## src/rtl/fifo_write_arbiter.sv

```systemverilog
// Round-robin arbiter with burst lock sharing one FIFO write port among NUM_REQ producers,
// plus read-request gating for a single consumer. The FIFO is never written full or read empty.
module fifo_write_arbiter #(
    parameter int NUM_REQ   = 4,
    parameter int MAX_BURST = 4,
    localparam int REQ_LOG2 = $clog2(NUM_REQ)
) (
    input  logic                  clk,
    input  logic                  rst,
    input  logic [NUM_REQ-1:0]    req_valid,
    input  logic [NUM_REQ*8-1:0]  req_data,
    output logic [NUM_REQ-1:0]    req_ack,
    output logic                  fifo_write_ctrl,
    output logic [7:0]            fifo_write_data,
    input  logic                  fifo_is_full,
    input  logic                  fifo_is_empty,
    input  logic                  cons_read_req,
    output logic                  fifo_read_ctrl,
    output logic [REQ_LOG2-1:0]   grant_owner,
    output logic                  locked
);

    localparam int CNT_W = $clog2(MAX_BURST + 1);
    localparam logic [CNT_W-1:0] BURST_LIMIT = CNT_W'(MAX_BURST);

    localparam logic [0:0] ST_IDLE   = 1'b0;
    localparam logic [0:0] ST_LOCKED = 1'b1;

    logic [0:0]          state;
    logic [REQ_LOG2-1:0] last_owner;
    logic [CNT_W-1:0]    burst_cnt;

    logic                win_found;
    logic [REQ_LOG2-1:0] win_idx;
    logic                hold;
    logic                write_en;
    logic                new_grant;
    logic [REQ_LOG2-1:0] ack_idx;

    // First requester after last_owner, wrapping around to last_owner itself.
    always_comb begin : rr_search
        int scan;
        logic [REQ_LOG2-1:0] scan_idx;
        scan      = 0;
        scan_idx  = '0;
        win_found = 1'b0;
        win_idx   = '0;
        for (int k = 1; k <= NUM_REQ; k++) begin
            scan     = (int'(last_owner) + k) % NUM_REQ;
            scan_idx = scan[REQ_LOG2-1:0];
            if (!win_found && req_valid[scan_idx]) begin
                win_found = 1'b1;
                win_idx   = scan_idx;
            end
        end
    end

    // A lock that is stalled by a full FIFO keeps the port without consuming burst budget.
    always_comb begin
        hold      = (state == ST_LOCKED) && req_valid[grant_owner] && (burst_cnt < BURST_LIMIT);
        write_en  = 1'b0;
        new_grant = 1'b0;
        ack_idx   = grant_owner;
        if (!rst && !fifo_is_full) begin
            if (hold) begin
                write_en = 1'b1;
            end else if (win_found) begin
                write_en  = 1'b1;
                new_grant = 1'b1;
                ack_idx   = win_idx;
            end
        end
    end

    always_comb begin
        req_ack          = '0;
        req_ack[ack_idx] = write_en;
    end

    assign fifo_write_ctrl = write_en;
    assign fifo_write_data = write_en ? req_data[{ack_idx, 3'b000} +: 8] : 8'h00;
    assign fifo_read_ctrl  = cons_read_req & ~fifo_is_empty & ~rst;
    assign locked          = (state == ST_LOCKED);

    always_ff @(posedge clk) begin
        if (rst) begin
            state       <= ST_IDLE;
            grant_owner <= '0;
            last_owner  <= REQ_LOG2'(NUM_REQ - 1);
            burst_cnt   <= '0;
        end else if (new_grant) begin
            grant_owner <= ack_idx;
            last_owner  <= ack_idx;
            burst_cnt   <= CNT_W'(1);
            state       <= (MAX_BURST > 1) ? ST_LOCKED : ST_IDLE;
        end else if (hold) begin
            if (write_en) begin
                burst_cnt <= burst_cnt + 1'b1;
            end
        end else begin
            state <= ST_IDLE;
        end
    end

endmodule

```

## config.mk

```make
export PLATFORM = sky130hd
export DESIGN_NAME = fifo_write_arbiter
export DESIGN_NICKNAME = d
export VERILOG_FILES = /design/src/rtl/fifo_write_arbiter.sv
export SDC_FILE = /design/constraint.sdc
export NUM_CORES = 1
export LEC_CHECK = 0
export CELL_PAD_IN_SITES_DETAIL_PLACEMENT = 2
export CELL_PAD_IN_SITES_GLOBAL_PLACEMENT = 2
export CORE_MARGIN = 2
export CORE_UTILIZATION = 16
export DETAILED_ROUTE_END_ITERATION = 8
export GPL_TIMING_DRIVEN = 1
export PLACE_DENSITY = 0.77
export SLEW_MARGIN = 20
export SYNTH_ARGS = -nofsm -noshare
export SYNTH_HDL_FRONTEND = slang
export SYNTH_SLANG_ARGS = --single-unit
```

## constraint.sdc

```tcl
create_clock -name clk -period 2.1 [get_ports clk]
set_clock_uncertainty 0.05 [all_clocks]
set_input_delay 0.21 -clock clk [delete_from_list [all_inputs] [get_ports clk]]
set_output_delay 0.21 -clock clk [all_outputs]
set_load 0.005 [all_outputs]
```

==> results of run 1 <==
-- placed cells by master (no fill, tap or decap), types with 2 or more instances in the layout --
cell type        netlist  final
dfxtp_1                8      4
dfxtp_4                0      2
buf_6                  1      7
nand2_2                0      2
a21oi_1                4      4
o21bai_1               3      3
clkdlybuf4s50_1        0     38
buf_2                  1     16
buf_4                  0     40
dlygate4sd2_1          0      2
mux2i_1               17     11
o22ai_2                0      4
nand2_4                0      2
mux2_4                 1      2
o211ai_1               2      2
nor2_1                13      9
a21boi_0               3      2
clkbuf_8               0      3
and2_4                 1      2
nor2_2                 0      3
dfxtp_2                0      2
mux2i_2                0      2
buf_12                 1      2
nand2_1                9      5
mux2i_4                1      5
o22ai_1                9      5
-- synthesized netlist by cell type --
cell	count	area, sq um
mux2i_1	17	170.2
nor2_1	13	48.80
nand2_1	9	33.78
o22ai_1	9	56.30
dfxtp_1	8	160.2
a21oi_1	4	20.02
a21boi_0	3	22.52
o21bai_1	3	22.52
o211ai_1	2	15.01
a211o_1	1	8.760
a211oi_1	1	7.510
a22oi_1	1	7.510
a2bb2oi_4	1	26.28
a31oi_1	1	6.260
and2_1	1	6.260
and2_4	1	8.760
and3b_1	1	8.760
buf_12	1	20.02
buf_2	1	5.000
buf_6	1	11.26
clkbuf_1	1	3.750
ha_1	1	12.51
mux2_2	1	11.26
mux2_4	1	15.01
mux2i_4	1	22.52
nand2b_1	1	6.260
nor2b_1	1	6.260
nor3_2	1	10.01
nor3b_1	1	7.510
nor4_1	1	6.260
nor4_2	1	12.51
o21ai_0	1	5.000
o221ai_1	1	8.760
o22a_2	1	10.01
or3_1	1	6.260
or3b_2	1	8.760
or3b_4	1	11.26
or4_4	1	11.26
-- cells by family (layout without fill, tap and decap cells) --
family	after synthesis	count (layout)	synth area share [%]
and+or+nand+nor	35	35	22.92
AOI/OAI and AO/OA	29	29	25.74
muxes	20	20	26.04
DFF	8	8	19.05
buffers and inverters	4	110	4.761
adders and majority gates	1	1	1.488
-- stage by stage --
stage	hold WS, ns	utilization (%)
after floorplan	0.3674	-
after global placement	0.3981	33.21
after detailed placement	0.4190	33.21
after CTS	0.4361	37.85
after global routing	0.4879	39.72
final	0.4471	39.72
-- power by group through the flow --
stage	clock network [mW]	registers, mW	logic, mW
final	0.199	0.173	0.490
after global routing	0.215	0.174	0.520
after CTS	0.201	0.172	0.441
after global placement	0	0.172	0.351
after floorplan	0	0.172	0.158
after detailed placement	0	0.173	0.369
-- worst paths after layout --
kind	startpoint	end	slack (ns)	cells past startpoint
hold reg to reg	burst_cnt[1]	burst_cnt[1]	0.45	2
setup / recovery	grant_owner[0]	fifo_write_data[7]	-0.52	9
setup reg to reg	grant_owner[0]	grant_owner[0]	0.11	8
hold / removal	burst_cnt[1]	burst_cnt[1]	0.45	2
-- sequential cells by signal, indices dropped and copies added, names as in the netlist --
name         cells
locked           1
grant_owner      2
last_owner       2
burst_cnt        3
-- metal layers --
layer | up-vias | track usage, % | part of all wire (%)
met3 | 8 | 2.725 | 3.5
li1 | 584 | - | -
met1 | 609 | 17.01 | 37
met2 | 43 | 33.36 | 57
met5 | - | 0 | 0
met4 | 0 | 8.545 | 1.9
-- worst max-delay path, stage by stage, from the launching register on --
cell and delay (ns):
dfxtp_4 0.38, mux2_4 0.34, a2bb2oi_4 0.20, and2_4 0.20, mux2i_4 0.28, buf_12 0.15
buf_12 0.11, mux2i_4 0.23, o22ai_2 0.09, buf_2 0.13
-- final cells by class --
cell class	instances	area [sq um]	share of cell area, %
clock buffer	4	45.04	2.235
multi-input combinational	85	803.3	39.85
sequential	8	170.2	8.442
tap	70	87.58	4.345
timing repair buffer	106	909.6	45.13
-- timing repair --
item	CTS	global route
pin swaps	18	13
setup buffers	15	7
resized for setup	96	17
gates cloned	1	0
setup endpoints to repair	13	14
==> impl_results.md, run 1 <==
* Gr ovfl total at 0
* Pwr per Cell Area at about 430 nW/um^2
* Failing checks: negative setup slack
* Crit start category: flip-flop
* CTS tree: yes
* Arr. time, crit path at 2.36 ns
* Post-route ant nets at 0
* Status: complete, but fails checks
* Yosys reg bits at 8
* Post-route DRC violation count at 0
* GPL Wtd Cong at around 0.78
* Die height at 76.49 microns
* Finished Layout Cells at approximately 270
* # setup viols final at 12
* Starting Density at between 15 and 20%
* Filler cell count at 575
* Final instance area at 2016 sq um
* Tot Pwr at around 0.86 mW
* Clock sink count at 8
* Clock Path Buffers at 2
* Yosys warns at 0
* Syn_nets at around 140
* Wirelength per Cell at 19.77 microns
* Vias in the first global route at between 1,000 and 1,500
* Reg power frac at around a fifth
* Antenna Cells at 0
* DR vias at 1,244
* Area Overhead vs Synth at 139.7%
* RSZ-0062 raised after global routing: true
* Horiz. Die Dim at 76.49 microns
* Cell Area, Synth at between 800 and 900 sq um
* CP Capture Type: primary output
* Die area at just under 6000 sq um
* Net Sw Frac at about a third
* Vias per cell at about 4.6
* Clock latency on the worst-skew pair at 0.23 ns
* Global-route wire length before repair at 7734 microns
* Ports at 58
* Placed cell area at ~1700 sq um
* Core Area at ~5100 sq um
* First drt pass iteration count at 4
* Clk slew on worst S/H paths at about 0.050 ns
* Max-cap violations at 0
* Post-Synthesis Cells at just under 100
* Fin crit share at 124.9%
* Sequential share of the synthesized area at 19.05%
* DRT Wirelength at 5398 microns
* Post-Place Cells at approximately 250
* # H-tree levels at 1
* Fraction of layout cells with a size suffix above 1 at just over 50%
* CP Class: reg -> out
* WP data required at approximately 1.8 ns
* Psw at approximately 0.28 mW
* Hold-fix buffers at CTS at 0
* Worst IR drop on VDD at around 0.14 mV
* FP Rows at 26
* Largest net degree at the start of global routing at 11
* Power Internal at 0.5814 mW
* Nets at 246
* PnR worst setup slack at -0.5230 ns
* Pins Over Slew Limit at 0
* Clk pwr share at between 20% and 30%
* Place WS at -0.9511 ns
* Total negative slack at -4.336 ns
* Overall routing resource usage at ~17%
* Relative slew slack at between 70% and 80%
* Drt first-iter violations at 37
* IO Port Bufs at 57
* Leakage at approximately 0.9 nW
* Num CTS Buffers at 3
* Combinational Power Share at a little under three fifths
* Actual slew at the worst max-slew pin at around 0.36 ns
* Antenna violations before repair at 0
* Final hold vios at 0
* Library cells used by synthesis at 38
* Hold Path Class: reg -> reg
* Clock Tree Root: clkbuf_8
* Mean Syn Cell Area at 8.668 sq um
* Fmax at about 380 MHz
* Largest fanout on the critical path at 4
* Final min period at approximately 2.6 ns
* Post-DP HPWL at 3304 microns
Power figures use the tool's default switching activity.
==> run 2, diff against run 1 <==
==> constraint.sdc (replaced) <==
create_clock -name clk -period 2.1 [get_ports clk]
set_clock_uncertainty 0.05 [all_clocks]
set_input_delay 0.21 -clock clk [delete_from_list [all_inputs] [get_ports clk]]
set_output_delay 0.21 -clock clk [all_outputs]
set_load 0.05 [all_outputs]
==> run 2 against run 1 <==
Compared with the run above:
- the flow still finishes with violations (negative setup slack)
- worst hold slack got worse by 0.046 ns
- core utilization rose by 6.9 points
- worst setup slack worse by 0.054 ns
- via count fell by 2.3%
- critical endpoint is now fifo_write_data[4]
==> impl_results.md, run 2 (synthesized netlist as in run 1, its figures left out) <==
* Status: complete, but fails checks
* Failing checks: negative setup slack
* Hold Crit Depth at 2
* Clk slew on worst S/H paths at ~0.050 ns
* CP Class: reg -> out
* Filler cell count at 519
* Vias in the first global route at about 1,600
* GPL Wtd Cong at 0.7185
* Clock Tree Root: clkbuf_8
* Final hold vios at 0
* Drt first-iter violations at 22
* Grt peak-use layer: met2
* CP Capture Type: primary output
* # setup viols final at 12
* DRT Wirelength at 5579 microns
* Nets at roughly 240
* Met1 Use GR at approximately 20%
* Worst IR drop on VDD at about 0.2 mV
* Placed cell area at 2043 sq um
* Wirelength per Cell at about 21 microns
* Place WS at -0.7108 ns
* PnR worst setup slack at -0.5773 ns
* # H-tree levels at 1
* Pwr per Cell Area at ~450 nW/um^2
* Met3 usage at under 10%
* RSZ-0062 raised after global routing: true
* Fin crit share at 127.5%
* Die area at 5851 sq um
* Clock latency on the worst-skew pair at 0.23 ns
* GR Layer Usage met2 at 42.57%
* Num CTS Buffers at 3
* Final min period at about 2.7 ns
* Area Overhead vs Synth at 181.3%
* Antenna Cells at 0
* Largest net degree at the start of global routing at 10
* Largest regs: burst_cnt: 3 flops, grant_owner: 2 flops, last_owner: 2 flops
* Vias per cell at ~4.6
* Largest register by flop count: burst_cnt
* Leakage at roughly 0.89 nW
* FP Rows at 26
* Crit start category: flip-flop
* Most common cell after layout, fill and taps aside: clkdlybuf4s50_1
* First drt pass iteration count at 3
* CTS tree: yes
* Post-route ant nets at 0
* Die height at between 70 and 80 microns
* Core Area at just over 5000 sq um
* Actual slew at the worst max-slew pin at approximately 0.54 ns
* Largest fanout on the critical path at 6
* Clock sink count at 8
* Largest register FFs at 3
* Tot Pwr at 1.054 mW
* Hold Crit Endpoint: last_owner[1]
* Final instance area at between 2000 and 2500 sq um
* Most frequent cells in the layout: clkdlybuf4s50_1 (37), buf_4 (35), mux2i_4 (15)
* Clock Path Buffers at 2
* Setup slack, reg-to-reg at approximately 0.17 ns
* Hold Path Class: in -> reg
* Horiz. Die Dim at 76.49 microns
* Gr ovfl total at 0
* WP data required at roughly 1.8 ns
* Fmax at about 370 MHz
* Relative slew slack at ~64%
* Max-cap violations at 0
* Ports at between 50 and 60
* HP Start: rst
* Finished Layout Cells at about 270
* Global-route wire length before repair at 8963 microns
* Overall routing resource usage at between 20% and 30%
* IO Port Bufs at 57
* Antenna violations before repair at 0
* Worst r2r src: locked
* DR vias at around 1,200
* Pins Over Slew Limit at 0
* Post-DP HPWL at roughly 4000 microns
* Starting Density at ~17%
* Post-route DRC violation count at 0
* Arr. time, crit path at 2.42 ns
* Fraction of layout cells with a size suffix above 1 at between 50% and 60%
* R2R Path End: burst_cnt[1]
* Post-Place Cells at 254
* Worst R2R Path Depth at 9
run 2: cell types whose count changed in the layout (fill, tap and decap cells not counted), moves of 2 or more:
cell           change
buf_12            +12
buf_2             -16
buf_4              -5
buf_6              -2
dlygate4sd2_1      +3
mux2i_1            -9
mux2i_4           +10
nor2_2             -3
nor2_4             +3
o22ai_1            -5
o22ai_2            -3
o22ai_4            +8
run 2: report_power, final:
part	total, mW	leakage, nW	switching (mW)	internal, mW
clock network	0.198	0.0228	0.0655	0.132
logic	0.684	0.804	0.323	0.361
registers	0.173	0.0674	0.0112	0.162
total	1.05	0.894	0.399	0.655
run 2: worst max-delay path, cell delays in order, from the launching register on:
cell,delay [ns]
dfxtp_4,0.39
mux2_4,0.34
a2bb2oi_4,0.19
and2_4,0.19
mux2i_4,0.29
clkbuf_16,0.23
mux2i_4,0.27
o22ai_4,0.11
buf_12,0.16
run 2: cell type report:
| type | instances | area [sq um] | share of cell area [%] |
|---|---|---|---|
| flip-flops and latches | 8 | 171.4 | 7.249 |
| multi-input cells | 85 | 1012 | 42.80 |
| repair buffers | 98 | 1049 | 44.34 |
| well taps | 70 | 87.58 | 3.704 |
| clock buffers | 4 | 45.04 | 1.905 |
run 2: what timing repair did:
item	4_1_cts	5_1_grt
endpoints found under the setup margin	12	12
cloned	1	0
setup buffers	5	3
pin swaps	10	4
resized for setup	41	12
hold buffers	0	0
run 2: how the worst max path moves through the flow:
| stage | startpoint | to | slack, ns |
|---|---|---|---|
| final | grant_owner[0] | fifo_write_data[4] | -0.58 |
| after global routing | grant_owner[0] | fifo_write_data[4] | -0.63 |
| after CTS | grant_owner[0] | fifo_write_data[4] | -0.56 |
| after detailed placement | req_valid[2] | fifo_write_data[7] | -0.71 |
| after global placement | req_valid[2] | fifo_write_data[6] | -0.61 |
| after floorplan | grant_owner[0] | fifo_write_data[1] | -0.33 |
run 2: metrics by stage:
step	TNS, ns	utilization, %	hold WS, ns
6_report	-5.792	46.60	0.4012
5_1_grt	-6.588	46.60	0.4355
4_1_cts	-5.634	46.03	0.4230
3_5_place_dp	-7.402	40.26	0.4329
3_3_place_gp	-6.491	40.26	0.3978
2_1_floorplan	-3.092	-	0.3674
run 2: metal layers:
layer	up-vias	wire, microns
met4	0	90
met2	46	3380
met5	-	0
met1	595	1858
met3	8	249
li1	567	-
==> run 3, diff against run 2 <==
--- a/config.mk
+++ b/config.mk
@@ -7,11 +7,12 @@
 export LEC_CHECK = 0
 export CELL_PAD_IN_SITES_DETAIL_PLACEMENT = 2
 export CELL_PAD_IN_SITES_GLOBAL_PLACEMENT = 2
+export CORE_ASPECT_RATIO = 1.25
 export CORE_MARGIN = 2
-export CORE_UTILIZATION = 16
+export CORE_UTILIZATION = 18
 export DETAILED_ROUTE_END_ITERATION = 8
 export GPL_TIMING_DRIVEN = 1
-export PLACE_DENSITY = 0.77
+export PLACE_DENSITY = 0.82
 export SLEW_MARGIN = 20
 export SYNTH_ARGS = -nofsm -noshare
 export SYNTH_HDL_FRONTEND = slang
==> constraint.sdc (replaced) <==
create_clock -name clk -period 2.5 [get_ports clk]
set_clock_uncertainty 0.05 [all_clocks]
set_input_delay 0.25 -clock clk [delete_from_list [all_inputs] [get_ports clk]]
set_output_delay 0.25 -clock clk [all_outputs]
set_load 0.05 [all_outputs]
==> run 3 against run 2 <==
Compared with the run above:
- the run still ends with negative setup slack left
- wire length fell by 3.9%
- first-iteration DRC count fell by 4.5%
- sequential share of layout area rose by 0.13 points
- sequential power fell by 17%
- combinational power fell by 19%
- final area fell by 3.2%
- critical path type unchanged
- largest cell class unchanged
==> impl_results.md, run 3 (synthesized netlist as in run 1, its figures left out) <==
* Status: complete, but fails checks
* Failing checks: negative setup slack
* Post-route DRC violation count at 0
* Area Overhead vs Synth at 172.2%
* Clock sink count at 8
* Crit start category: flip-flop
* # setup viols final at 11
* Final hold vios at 0
* Most common cell after layout, fill and taps aside: clkdlybuf4s50_1
* Placed cell area at 1941 sq um
* Final instance area at between 2000 and 2500 sq um
* Nets at 230
* Clock Path Buffers at 2
* Starting Density at between 10% and 20%
* Largest regs: burst_cnt: 3 flops, grant_owner: 2 flops, last_owner: 2 flops
* Fmax at between 300 and 400 MHz
* Pwr per Cell Area at 374.3 nW/um^2
* RSZ-0062 raised after global routing: true
* Num CTS Buffers at 3
* Largest register by flop count: burst_cnt
* CP Capture Type: primary output
* Fin crit share at 107.2%
* Finished Layout Cells at around 240
* Arr. time, crit path at 2.38 ns
* Total negative slack at -1.462 ns
* Overall routing resource usage at between 15 and 20%
* Hold Path Class: reg -> reg
* CP Class: reg -> out
* Antenna violations before repair at 0
* Fraction of layout cells with a size suffix above 1 at 52.15%
* Relative slew slack at between 60% and 70%
* Global-route wire length before repair at 7728 microns
* Gr ovfl total at 0
* PnR worst setup slack at -0.1802 ns
* Vias per cell at between 4 and 5
* Post-DP HPWL at 3907 microns
* Clock Tree Root: clkbuf_8
* CTS tree: yes
* Most frequent cells in the layout: clkdlybuf4s50_1 (37), buf_4 (29), buf_12 (17)
* Leakage at between 0.8 and 0.9 nW
* Ports at 58
* Core Util, Final at between 50% and 60%
* Largest register FFs at 3
* Largest fanout on the critical path at 7
* WP data required at approximately 2.2 ns
* Wirelength per Cell at 21.96 microns
* DRT Wirelength at between 5000 and 6000 microns
* Max-cap violations at 0
* Hold Crit Depth at 2
* First drt pass iteration count at 4
* Post-route ant nets at 0
* Antenna Cells at 0
* Hold-fix buffers at CTS at 0
* GPL Wtd Cong at ~0.83
* Largest net degree at the start of global routing at 14
* FP Rows at 27
* Place WS at -0.5750 ns
* Worst IR drop on VDD at about 0.19 mV
* Post-Place Cells at 231
* Clk slew on worst S/H paths at 0.04 ns
* Actual slew at the worst max-slew pin at 0.5153 ns
* # H-tree levels at 1
* Core Area at between 4000 and 5000 sq um
* Die height at a little over 80 microns
* Final min period at between 2 and 3 ns
* Pins Over Slew Limit at 0
* Vias in the first global route at 1,461
* IO Port Bufs at 57
* Drt first-iter violations at 21
* Worst R2R Path Depth at 8
* DR vias at 1,187
* Die area at approximately 5200 sq um
* Horiz. Die Dim at roughly 65 microns
* Clock latency on the worst-skew pair at ~0.23 ns
[run 3: final cells by class]
class | instances | area [sq um]
Sequential cell | 8 | 168.9
Timing Repair Buffer | 90 | 1013
Clock buffer | 3 | 41.29
Tap cell | 58 | 72.57
Fill cell | 444 | 2171
Multi-Input combinational cell | 85 | 992.2
[run 3: path summary, 6_finish.rpt]
kind / start / to / slack [ns]
worst min-delay path: burst_cnt[1] / burst_cnt[1] / 0.43
worst min register to register: burst_cnt[1] / burst_cnt[1] / 0.43
worst max register to register: grant_owner[1] / burst_cnt[1] / 0.61
worst max-delay path: grant_owner[1] / fifo_write_data[7] / -0.18
[run 3: critical path, cell delays in order, from the launching register on]
cell and delay (ns):
dfxtp_2 0.33, buf_4 0.13, and3b_1 0.23, a2bb2oi_4 0.22
and2_4 0.19, mux2i_4 0.29, buf_12 0.20, mux2i_4 0.27
o22ai_4 0.11, buf_12 0.15
[run 3: power by group]
| part | switching, mW | total, mW | internal (mW) |
|---|---|---|---|
| combinational | 0.266 | 0.557 | 0.291 |
| sequential | 0.00812 | 0.144 | 0.136 |
| clock | 0.0510 | 0.155 | 0.104 |
| total | 0.325 | 0.856 | 0.532 |
[run 3: routing by layer]
layer	track usage [%]	vias to the layer above	part of all wire [%]
met4	3.958	0	1.6
met5	0	-	0
met3	4.202	8	4.9
li1	-	553	-
met1	18.20	571	30
met2	43.51	55	64
[run 3: stage by stage]
step	hold WS [ns]	power [mW]
after floorplan	0.3900	0.3807
after global placement	0.3971	0.5824
after detailed placement	0.4210	0.6040
after CTS	0.4269	0.8069
after global routing	0.4821	0.9018
final	0.4262	0.8565
[run 3: what timing repair did]
item / in CTS / in global routing
cloned: 0 / 1
setup buffers: 6 / 3
endpoints found under the setup margin: 12 / 12
pin swaps: 1 / 12
gates resized for setup: 27 / 18
